**config.mk**
```make
export PLATFORM = sky130hd
export DESIGN_NAME = acc_bank_flat
export DESIGN_NICKNAME = d
export VERILOG_FILES = /design/src/rtl/acc_bank_pkg.sv /design/src/rtl/acc_bank_if.sv /design/src/rtl/acc_bank_sat_adder.sv /design/src/rtl/acc_bank.sv /design/src/flat_wrapper.sv
export SDC_FILE = /design/constraint.sdc
export NUM_CORES = 1
export LEC_CHECK = 0
export CORE_MARGIN = 2
export CORE_UTILIZATION = 61
export DETAILED_ROUTE_END_ITERATION = 16
export PLACE_DENSITY = 0.94
export SLEW_MARGIN = 10
export SYNTH_ARGS = -nofsm -noshare
export SYNTH_HDL_FRONTEND = slang
export SYNTH_SLANG_ARGS = --single-unit
```
**constraint.sdc**
```tcl
create_clock -name clk -period 5.8 [get_ports clk]
set_clock_uncertainty 0.05 [all_clocks]
set_input_delay 0.58 -clock clk [delete_from_list [all_inputs] [get_ports clk]]
set_output_delay 0.58 -clock clk [all_outputs]
set_load 0.01 [all_outputs]
```
**src/rtl/acc_bank_pkg.sv**
```systemverilog
// Shared constants and helpers for the multi-channel saturating accumulator bank.
// Width-generic values are returned in 64 bits; callers cast them down to their own width.
package acc_bank_pkg;

  function automatic int ch_bits(input int n);
    int r;
    if (n <= 1) begin
      r = 1;
    end else begin
      r = $clog2(n);
    end
    return r;
  endfunction

  // Largest signed value of width w: bits below w-1 set, everything above clear.
  function automatic logic [63:0] sat_max(input int w);
    logic [63:0] r;
    r = 64'd0;
    for (int i = 0; i < 64; i++) begin
      if (i < w - 1) begin
        r[i] = 1'b1;
      end else begin
        r[i] = 1'b0;
      end
    end
    return r;
  endfunction

  function automatic logic [63:0] sat_min(input int w);
    return ~sat_max(w);
  endfunction

  function automatic logic [63:0] sign_ext(input logic [63:0] v, input int w);
    logic [63:0] r;
    logic        msb;
    msb = 1'b0;
    r   = 64'd0;
    for (int i = 0; i < 64; i++) begin
      if (i == w - 1) begin
        msb = v[i];
      end else begin
        msb = msb;
      end
    end
    for (int i = 0; i < 64; i++) begin
      if (i < w) begin
        r[i] = v[i];
      end else begin
        r[i] = msb;
      end
    end
    return r;
  endfunction

endpackage

```
**src/rtl/acc_bank_if.sv**
```systemverilog
// Sample-in / result-out handshake bundle of the accumulator bank.
// The bank connects through the slave modport; a producer/consumer uses master.
interface acc_bank_if
  import acc_bank_pkg::*;
#(
  parameter int IN_WIDTH  = 14,
  parameter int ACC_WIDTH = 18,
  parameter int CHANNELS  = 4,
  parameter int CH_BITS   = ch_bits(CHANNELS)
);
  logic                 in_valid;
  logic                 in_ready;
  logic [CH_BITS-1:0]   in_ch;
  logic                 in_load;
  logic                 in_add;
  logic                 in_last;
  logic [ACC_WIDTH-1:0] in_init;
  logic [IN_WIDTH-1:0]  in_a;
  logic                 out_valid;
  logic                 out_ready;
  logic [CH_BITS-1:0]   out_ch;
  logic [ACC_WIDTH-1:0] out_y;
  logic                 out_overflow;

  modport master (
    output in_valid, in_ch, in_load, in_add, in_last, in_init, in_a, out_ready,
    input  in_ready, out_valid, out_ch, out_y, out_overflow
  );

  modport slave (
    input  in_valid, in_ch, in_load, in_add, in_last, in_init, in_a, out_ready,
    output in_ready, out_valid, out_ch, out_y, out_overflow
  );
endinterface

```
**src/rtl/acc_bank_sat_adder.sv**
```systemverilog
// Signed WIDTH-bit adder with overflow detect; clamps to min/max when SATURATE is set,
// otherwise wraps. This is the only arithmetic in the bank.
module sat_adder
  import acc_bank_pkg::*;
#(
  parameter int WIDTH    = 18,
  parameter bit SATURATE = 1'b1
) (
  input  logic [WIDTH-1:0] a,
  input  logic [WIDTH-1:0] b,
  output logic [WIDTH-1:0] y,
  output logic             v
);
  localparam logic [WIDTH-1:0] MAX_V = WIDTH'(sat_max(WIDTH));
  localparam logic [WIDTH-1:0] MIN_V = WIDTH'(sat_min(WIDTH));

  logic [WIDTH:0] sum_s;

  assign sum_s = {a[WIDTH-1], a} + {b[WIDTH-1], b};
  assign v     = sum_s[WIDTH] ^ sum_s[WIDTH-1];

  // Clamp toward the sign of the true (WIDTH+1)-bit sum.
  always_comb begin
    y = sum_s[WIDTH-1:0];
    if (v && SATURATE) begin
      if (sum_s[WIDTH]) begin
        y = MIN_V;
      end else begin
        y = MAX_V;
      end
    end else begin
      y = sum_s[WIDTH-1:0];
    end
  end
endmodule

```
**src/rtl/acc_bank.sv**
```systemverilog
// Multi-channel signed accumulator bank: one running sum and sticky overflow per channel,
// one beat per cycle, and a registered result emitted when a beat closes a channel's window.
module acc_bank
  import acc_bank_pkg::*;
#(
  parameter int IN_WIDTH  = 14,
  parameter int ACC_WIDTH = 18,
  parameter int CHANNELS  = 4,
  parameter int CH_BITS   = ch_bits(CHANNELS),
  parameter bit SATURATE  = 1'b1
) (
  input  logic      clk,
  input  logic      reset,
  input  logic      flush,
  acc_bank_if.slave bus
);
  localparam logic [CH_BITS:0] CH_LIMIT = (CH_BITS+1)'(CHANNELS);

  logic [ACC_WIDTH-1:0] acc_q [CHANNELS];
  logic [ACC_WIDTH-1:0] acc_d [CHANNELS];
  logic [CHANNELS-1:0]  sticky_q, sticky_d;
  logic                 out_valid_q, out_valid_d;
  logic [CH_BITS-1:0]   out_ch_q, out_ch_d;
  logic [ACC_WIDTH-1:0] out_y_q, out_y_d;
  logic                 out_ovf_q, out_ovf_d;

  logic                 in_ready_s, accept_s, ch_ok_s, take_s;
  logic [ACC_WIDTH-1:0] acc_rd_s, left_s, right_s, result_s;
  logic                 sticky_rd_s, ovf_s;

  assign in_ready_s = !flush && (!out_valid_q || bus.out_ready);
  assign accept_s   = bus.in_valid && in_ready_s;
  assign ch_ok_s    = {1'b0, bus.in_ch} < CH_LIMIT;
  assign take_s     = accept_s && ch_ok_s;

  // Read port of the channel file; an out-of-range index reads zero and is never written.
  always_comb begin
    acc_rd_s    = '0;
    sticky_rd_s = 1'b0;
    for (int c = 0; c < CHANNELS; c++) begin
      if (CH_BITS'(c) == bus.in_ch) begin
        acc_rd_s    = acc_q[c];
        sticky_rd_s = sticky_q[c];
      end else begin
        acc_rd_s    = acc_rd_s;
        sticky_rd_s = sticky_rd_s;
      end
    end
  end

  assign left_s  = bus.in_load ? bus.in_init : acc_rd_s;
  assign right_s = bus.in_add ? ACC_WIDTH'(sign_ext(64'(bus.in_a), IN_WIDTH)) : '0;

  sat_adder #(
    .WIDTH    (ACC_WIDTH),
    .SATURATE (SATURATE)
  ) u_add (
    .a (left_s),
    .b (right_s),
    .y (result_s),
    .v (ovf_s)
  );

  // Channel file next state: flush clears everything, a closing beat clears its channel.
  always_comb begin
    acc_d    = acc_q;
    sticky_d = sticky_q;
    if (flush) begin
      for (int c = 0; c < CHANNELS; c++) begin
        acc_d[c] = '0;
      end
      sticky_d = '0;
    end else if (take_s) begin
      for (int c = 0; c < CHANNELS; c++) begin
        if (CH_BITS'(c) == bus.in_ch) begin
          if (bus.in_last) begin
            acc_d[c]    = '0;
            sticky_d[c] = 1'b0;
          end else begin
            acc_d[c]    = result_s;
            sticky_d[c] = sticky_q[c] | ovf_s;
          end
        end else begin
          acc_d[c] = acc_q[c];
        end
      end
    end else begin
      sticky_d = sticky_q;
    end
  end

  // Output register: a closing beat replaces the held result even while it drains.
  always_comb begin
    out_valid_d = out_valid_q;
    out_ch_d    = out_ch_q;
    out_y_d     = out_y_q;
    out_ovf_d   = out_ovf_q;
    if (take_s && bus.in_last) begin
      out_valid_d = 1'b1;
      out_ch_d    = bus.in_ch;
      out_y_d     = result_s;
      out_ovf_d   = sticky_rd_s | ovf_s;
    end else if (bus.out_ready) begin
      out_valid_d = 1'b0;
    end else begin
      out_valid_d = out_valid_q;
    end
  end

  // Channel file state.
  always_ff @(posedge clk or posedge reset) begin
    if (reset) begin
      for (int c = 0; c < CHANNELS; c++) begin
        acc_q[c] <= '0;
      end
      sticky_q <= '0;
    end else begin
      acc_q    <= acc_d;
      sticky_q <= sticky_d;
    end
  end

  // Output register state.
  always_ff @(posedge clk or posedge reset) begin
    if (reset) begin
      out_valid_q <= 1'b0;
      out_ch_q    <= '0;
      out_y_q     <= '0;
      out_ovf_q   <= 1'b0;
    end else begin
      out_valid_q <= out_valid_d;
      out_ch_q    <= out_ch_d;
      out_y_q     <= out_y_d;
      out_ovf_q   <= out_ovf_d;
    end
  end

  assign bus.in_ready     = in_ready_s;
  assign bus.out_valid    = out_valid_q;
  assign bus.out_ch       = out_ch_q;
  assign bus.out_y        = out_y_q;
  assign bus.out_overflow = out_ovf_q;
endmodule

```
**src/flat_wrapper.sv**
```systemverilog
// flat-port wrapper written by rule: the top's interface ports become plain ports
module acc_bank_flat import acc_bank_pkg::*;
#(
  parameter int IN_WIDTH  = 14,
  parameter int ACC_WIDTH = 18,
  parameter int CHANNELS  = 4,
  parameter int CH_BITS   = ch_bits(CHANNELS),
  parameter bit SATURATE  = 1'b1
)
  (clk, reset, flush, bus_in_valid, bus_in_ch, bus_in_load, bus_in_add, bus_in_last, bus_in_init, bus_in_a, bus_out_ready, bus_in_ready, bus_out_valid, bus_out_ch, bus_out_y, bus_out_overflow);
  acc_bank_if #(.IN_WIDTH(IN_WIDTH), .ACC_WIDTH(ACC_WIDTH), .CHANNELS(CHANNELS), .CH_BITS(CH_BITS)) bus_i ();
  input  logic clk;
  input  logic reset;
  input  logic flush;
  input wire logic [$bits(bus_i.in_valid)-1:0] bus_in_valid;
  input wire logic [$bits(bus_i.in_ch)-1:0] bus_in_ch;
  input wire logic [$bits(bus_i.in_load)-1:0] bus_in_load;
  input wire logic [$bits(bus_i.in_add)-1:0] bus_in_add;
  input wire logic [$bits(bus_i.in_last)-1:0] bus_in_last;
  input wire logic [$bits(bus_i.in_init)-1:0] bus_in_init;
  input wire logic [$bits(bus_i.in_a)-1:0] bus_in_a;
  input wire logic [$bits(bus_i.out_ready)-1:0] bus_out_ready;
  output wire logic [$bits(bus_i.in_ready)-1:0] bus_in_ready;
  output wire logic [$bits(bus_i.out_valid)-1:0] bus_out_valid;
  output wire logic [$bits(bus_i.out_ch)-1:0] bus_out_ch;
  output wire logic [$bits(bus_i.out_y)-1:0] bus_out_y;
  output wire logic [$bits(bus_i.out_overflow)-1:0] bus_out_overflow;
  assign bus_i.in_valid = bus_in_valid;
  assign bus_i.in_ch = bus_in_ch;
  assign bus_i.in_load = bus_in_load;
  assign bus_i.in_add = bus_in_add;
  assign bus_i.in_last = bus_in_last;
  assign bus_i.in_init = bus_in_init;
  assign bus_i.in_a = bus_in_a;
  assign bus_i.out_ready = bus_out_ready;
  assign bus_in_ready = bus_i.in_ready;
  assign bus_out_valid = bus_i.out_valid;
  assign bus_out_ch = bus_i.out_ch;
  assign bus_out_y = bus_i.out_y;
  assign bus_out_overflow = bus_i.out_overflow;
  acc_bank #(.IN_WIDTH(IN_WIDTH), .ACC_WIDTH(ACC_WIDTH), .CHANNELS(CHANNELS), .CH_BITS(CH_BITS), .SATURATE(SATURATE)) u_core (.clk(clk), .reset(reset), .flush(flush), .bus(bus_i));
endmodule
```
==> summary.txt <==
Routing
  – Drt first pass iters: 7
  – Vias per inst: approximately 7
  – Total number of vias: 5225
  – WL/cell: about 22 um
  – Post-route ant nets: 0
  – Initial DRC Count: approximately 600
  – DRC viols: 0
  – DRT Wirelength: roughly 17000 um

Clock tree
  – Post-cts resize count: 0
  – CTS max path bufs: 2
  – H-tree Lvls: 3
  – Clk_lat worst skew: between 0.3 and 0.4 ns
  – Clock-pin slew on the worst setup and hold paths: approximately 0.1 ns
  – CTS tree: yes
  – Sink Count: slightly below 100
  – Clock Tree Root: clkbuf_8
  – CTS hold repair buffers: 0
  – Number of post-CTS setup repair buffers: 0
  – CTS Buf Count: 9

Global route
  – All-Layer GR Usage: around 34%
  – Largest net degree at the start of global routing: 85
  – Antenna violations before repair: 0
  – Global route overflow: 0
  – Vias in the first global route: between 5000 and 6000
  – First-pass GRT wire length: 26200 um

Yosys
  – Largest family of logic cells by synthesized area: compound AO/OA/AOI/OAI gates
  – XOR/XNOR Fraction of Synth Area: 1.24%
  – Number of synthesized flops with an enable pin: 0
  – Synthesized net count: about 630
  – Avg Inst Size Synth: just under 10 sq um
  – Ys flop type: dfrtp_1
  – Compound-Gate Fraction of Synth Area: roughly a fifth
  – Post-synth cell types: 68
  – Simple-gate share of the synthesized area: 16.5%
  – Cells after Synth: about 570
  – Post-synthesis mux area share: 12.4%
  – Mapped Area: between 5000 and 6000 sq um
  – Post-synthesis sequential area ratio: approximately 43%
  – YS warnings: 0
  – Seq cells post-synth: 98
  – Asr flop ratio synth: 100%
  – Adder-cell share of the synthesized area: approximately 4.5%

Die
  – Core area: approximately 9100 sq um
  – Row count: 35
  – Die ar.: ~10000 sq um
  – Top Ports: 65
  – Die Y: between 100 and 150 um
  – Chip width: ~100 um
  – Initial Util: between 60% and 70%

Setup path
  – Critical-path cell list: clkdlybuf4s50_1 > buf_12 > mux4_2 > mux2_2 > ha_1 > nand4_1 > or3_1 > nor2_2 > nor4_2 > nor4_4 > a21oi_1 > o21ai_0
  – Req. time, crit path: roughly 6.0 ns
  – Worst path max stage delay: slightly below 0.9 ns
  – Worst endpoint data arrival time: between 5 and 6 ns
  – Slowest CP cell: clkdlybuf4s50_1
  – Launch point of the worst reg-to-reg path: u_core.acc_q[4]
  – Crit end category: flop
  – Startpoint types: input port
  – Crit path buf inv count: 2
  – Max Fanout on Critical Path: 18
  – Setup CP Type: input port to flop
  – Critical Path Source: bus_in_ch[0]
  – Crit path max-delay family: simple AND/OR/NAND/NOR gates
  – R2r setup slk: 1.55 ns

STA
  – Worst slew pin tran: ~1.0 ns
  – Final setup margin: roughly 0.53 ns
  – Final Hold Violating Endpoints: 0
  – Max Freq: around 0.19 GHz
  – Minimum clock period: around 5.3 ns
  – TNS Setup: 0 ns
  – Slew HR: between 30% and 40%
  – RSZ-0062 raised after global routing: false
  – Pins Over Slew Limit: 0
  – Final setup violating endpoints: 0
  – Fin crit share: 90.8%

Placement
  – DP Cell Count: 731
  – Setup slack at placement: slightly below 0.4 ns
  – Port Buffers: between 60 and 70
  – Gp weighted congestion: slightly above 0.9
  – HPWL Detailed: about 12000 um

Cells and area
  – Nets@finish: 692
  – Filler instances: ~600
  – Antenna cells: 0
  – Final core occ: 72.8%
  – Area added between synthesis and finish: 16.9%
  – Share of post-route cells with drive strength above 1: about 15%
  – Fin cells: around 750

Power and ir drop
  – Power Density: between 200 and 300 nW/um^2
  – Static Leakage: between 2 and 3 nW
  – VDD IR-drop max: 220 uV

Flow run
  – Maxcap violations: 0

Run status
  – Status: complete, no violations

Hold path
  – Hold WC Path Type: input port to async pin
-- layout make-up --
| class | count | area [sq um] | share of cell area (%) |
|---|---|---|---|
| inverters | 13 | 50.0 | 0.755 |
| clock inverters | 5 | 61.3 | 0.925 |
| multi-input cells | 435 | 3050 | 46.0 |
| clock buffers | 11 | 151 | 2.28 |
| well taps | 111 | 139 | 2.09 |
| flip-flops and latches | 98 | 2450 | 37.0 |
| repair buffers | 74 | 728 | 11.0 |
-- through the flow --
| stage | total power, W | area (sq um) | hold slack, ns |
|---|---|---|---|
| floorplan | 0.00111 | 5670 | 0.393 |
| global placement | 0.00131 | 6420 | 0.405 |
| detailed placement | 0.00134 | 6420 | 0.422 |
| CTS | 0.00180 | 6630 | 0.426 |
| global route | 0.00188 | 6630 | 0.444 |
| finish | 0.00181 | 6630 | 0.430 |
-- layout by cell type (no fill, tap or decap), types with 7 or more instances in the layout --
master,n
a21oi_1,26
nor3_1,10
and2_1,18
nor2_1,20
o21ai_0,57
clkdlybuf4s50_1,64
nand2_1,84
mux4_2,19
dfrtp_1,98
buf_4,9
ha_1,18
clkbuf_8,11
a22o_1,7
o21ai_1,31
inv_1,11
nand3_1,14
mux2_2,21
-- logic make-up after synthesis --
family,count (synthesis)
and+or+nand+nor,190
AOI/OAI and AO/OA,173
DFF,98
muxes,44
buffers and inverters,40
adders and majority gates,20
xor gates and xnor gates,8
-- per-layer routing --
| metal | GRT usage (%) | up-vias | routed length [um] |
|---|---|---|---|
| li1 | - | 2221 | - |
| met1 | 44.6 | 2537 | 6410 |
| met2 | 55.9 | 392 | 8110 |
| met3 | 7.24 | 75 | 1680 |
| met4 | 13.6 | 0 | 550 |
| met5 | 0 | - | 0 |
-- state kept, by name, summed over array words and instances, names as in the netlist --
signal and flops:
u_core.bus.out_overflow 1, u_core.bus.out_valid 1, u_core.bus.out_y 18, u_core.sticky_q 4, u_core.bus.out_ch 2, u_core.acc_q 72
-- cell usage after synthesis, types with 5 or more instances --
master | instances | area (sq um)
a21oi_1 | 26 | 130
a22o_1 | 7 | 61.3
a22oi_1 | 5 | 37.5
a32o_1 | 6 | 60.1
and2_1 | 18 | 113
and3_1 | 5 | 31.3
clkbuf_1 | 17 | 63.8
dfrtp_1 | 98 | 2450
ha_1 | 18 | 225
inv_1 | 12 | 45.0
mux2_2 | 21 | 236
mux4_2 | 19 | 428
nand2_1 | 84 | 315
nand3_1 | 14 | 70.1
nand4_1 | 6 | 37.5
nor2_1 | 20 | 75.1
nor2_2 | 5 | 31.3
nor3_1 | 10 | 50.1
o21ai_0 | 57 | 285
o21ai_1 | 31 | 155
o31ai_1 | 5 | 37.5
or2_2 | 5 | 31.3
or3_1 | 5 | 31.3
xnor2_1 | 6 | 52.6
-- worst paths after layout --
path / endpoint / depth (start not counted)
setup / recovery: u_core.acc_q[24] / 12
hold / removal: u_core.acc_q[22] / 2
setup reg to reg: u_core.acc_q[24] / 10
hold reg to reg: u_core.acc_q[41] / 2
max in group asynchronous: u_core.acc_q[31] / 3
min in group clk: u_core.acc_q[41] / 2
-- where the power goes --
group	internal, W	total (W)	switching (W)
Clock	0.000225	0.000467	0.000241
Combinational	0.000233	0.000537	0.000304
Sequential	0.000756	0.000806	0.0000498
Power figures use the tool's default switching activity.
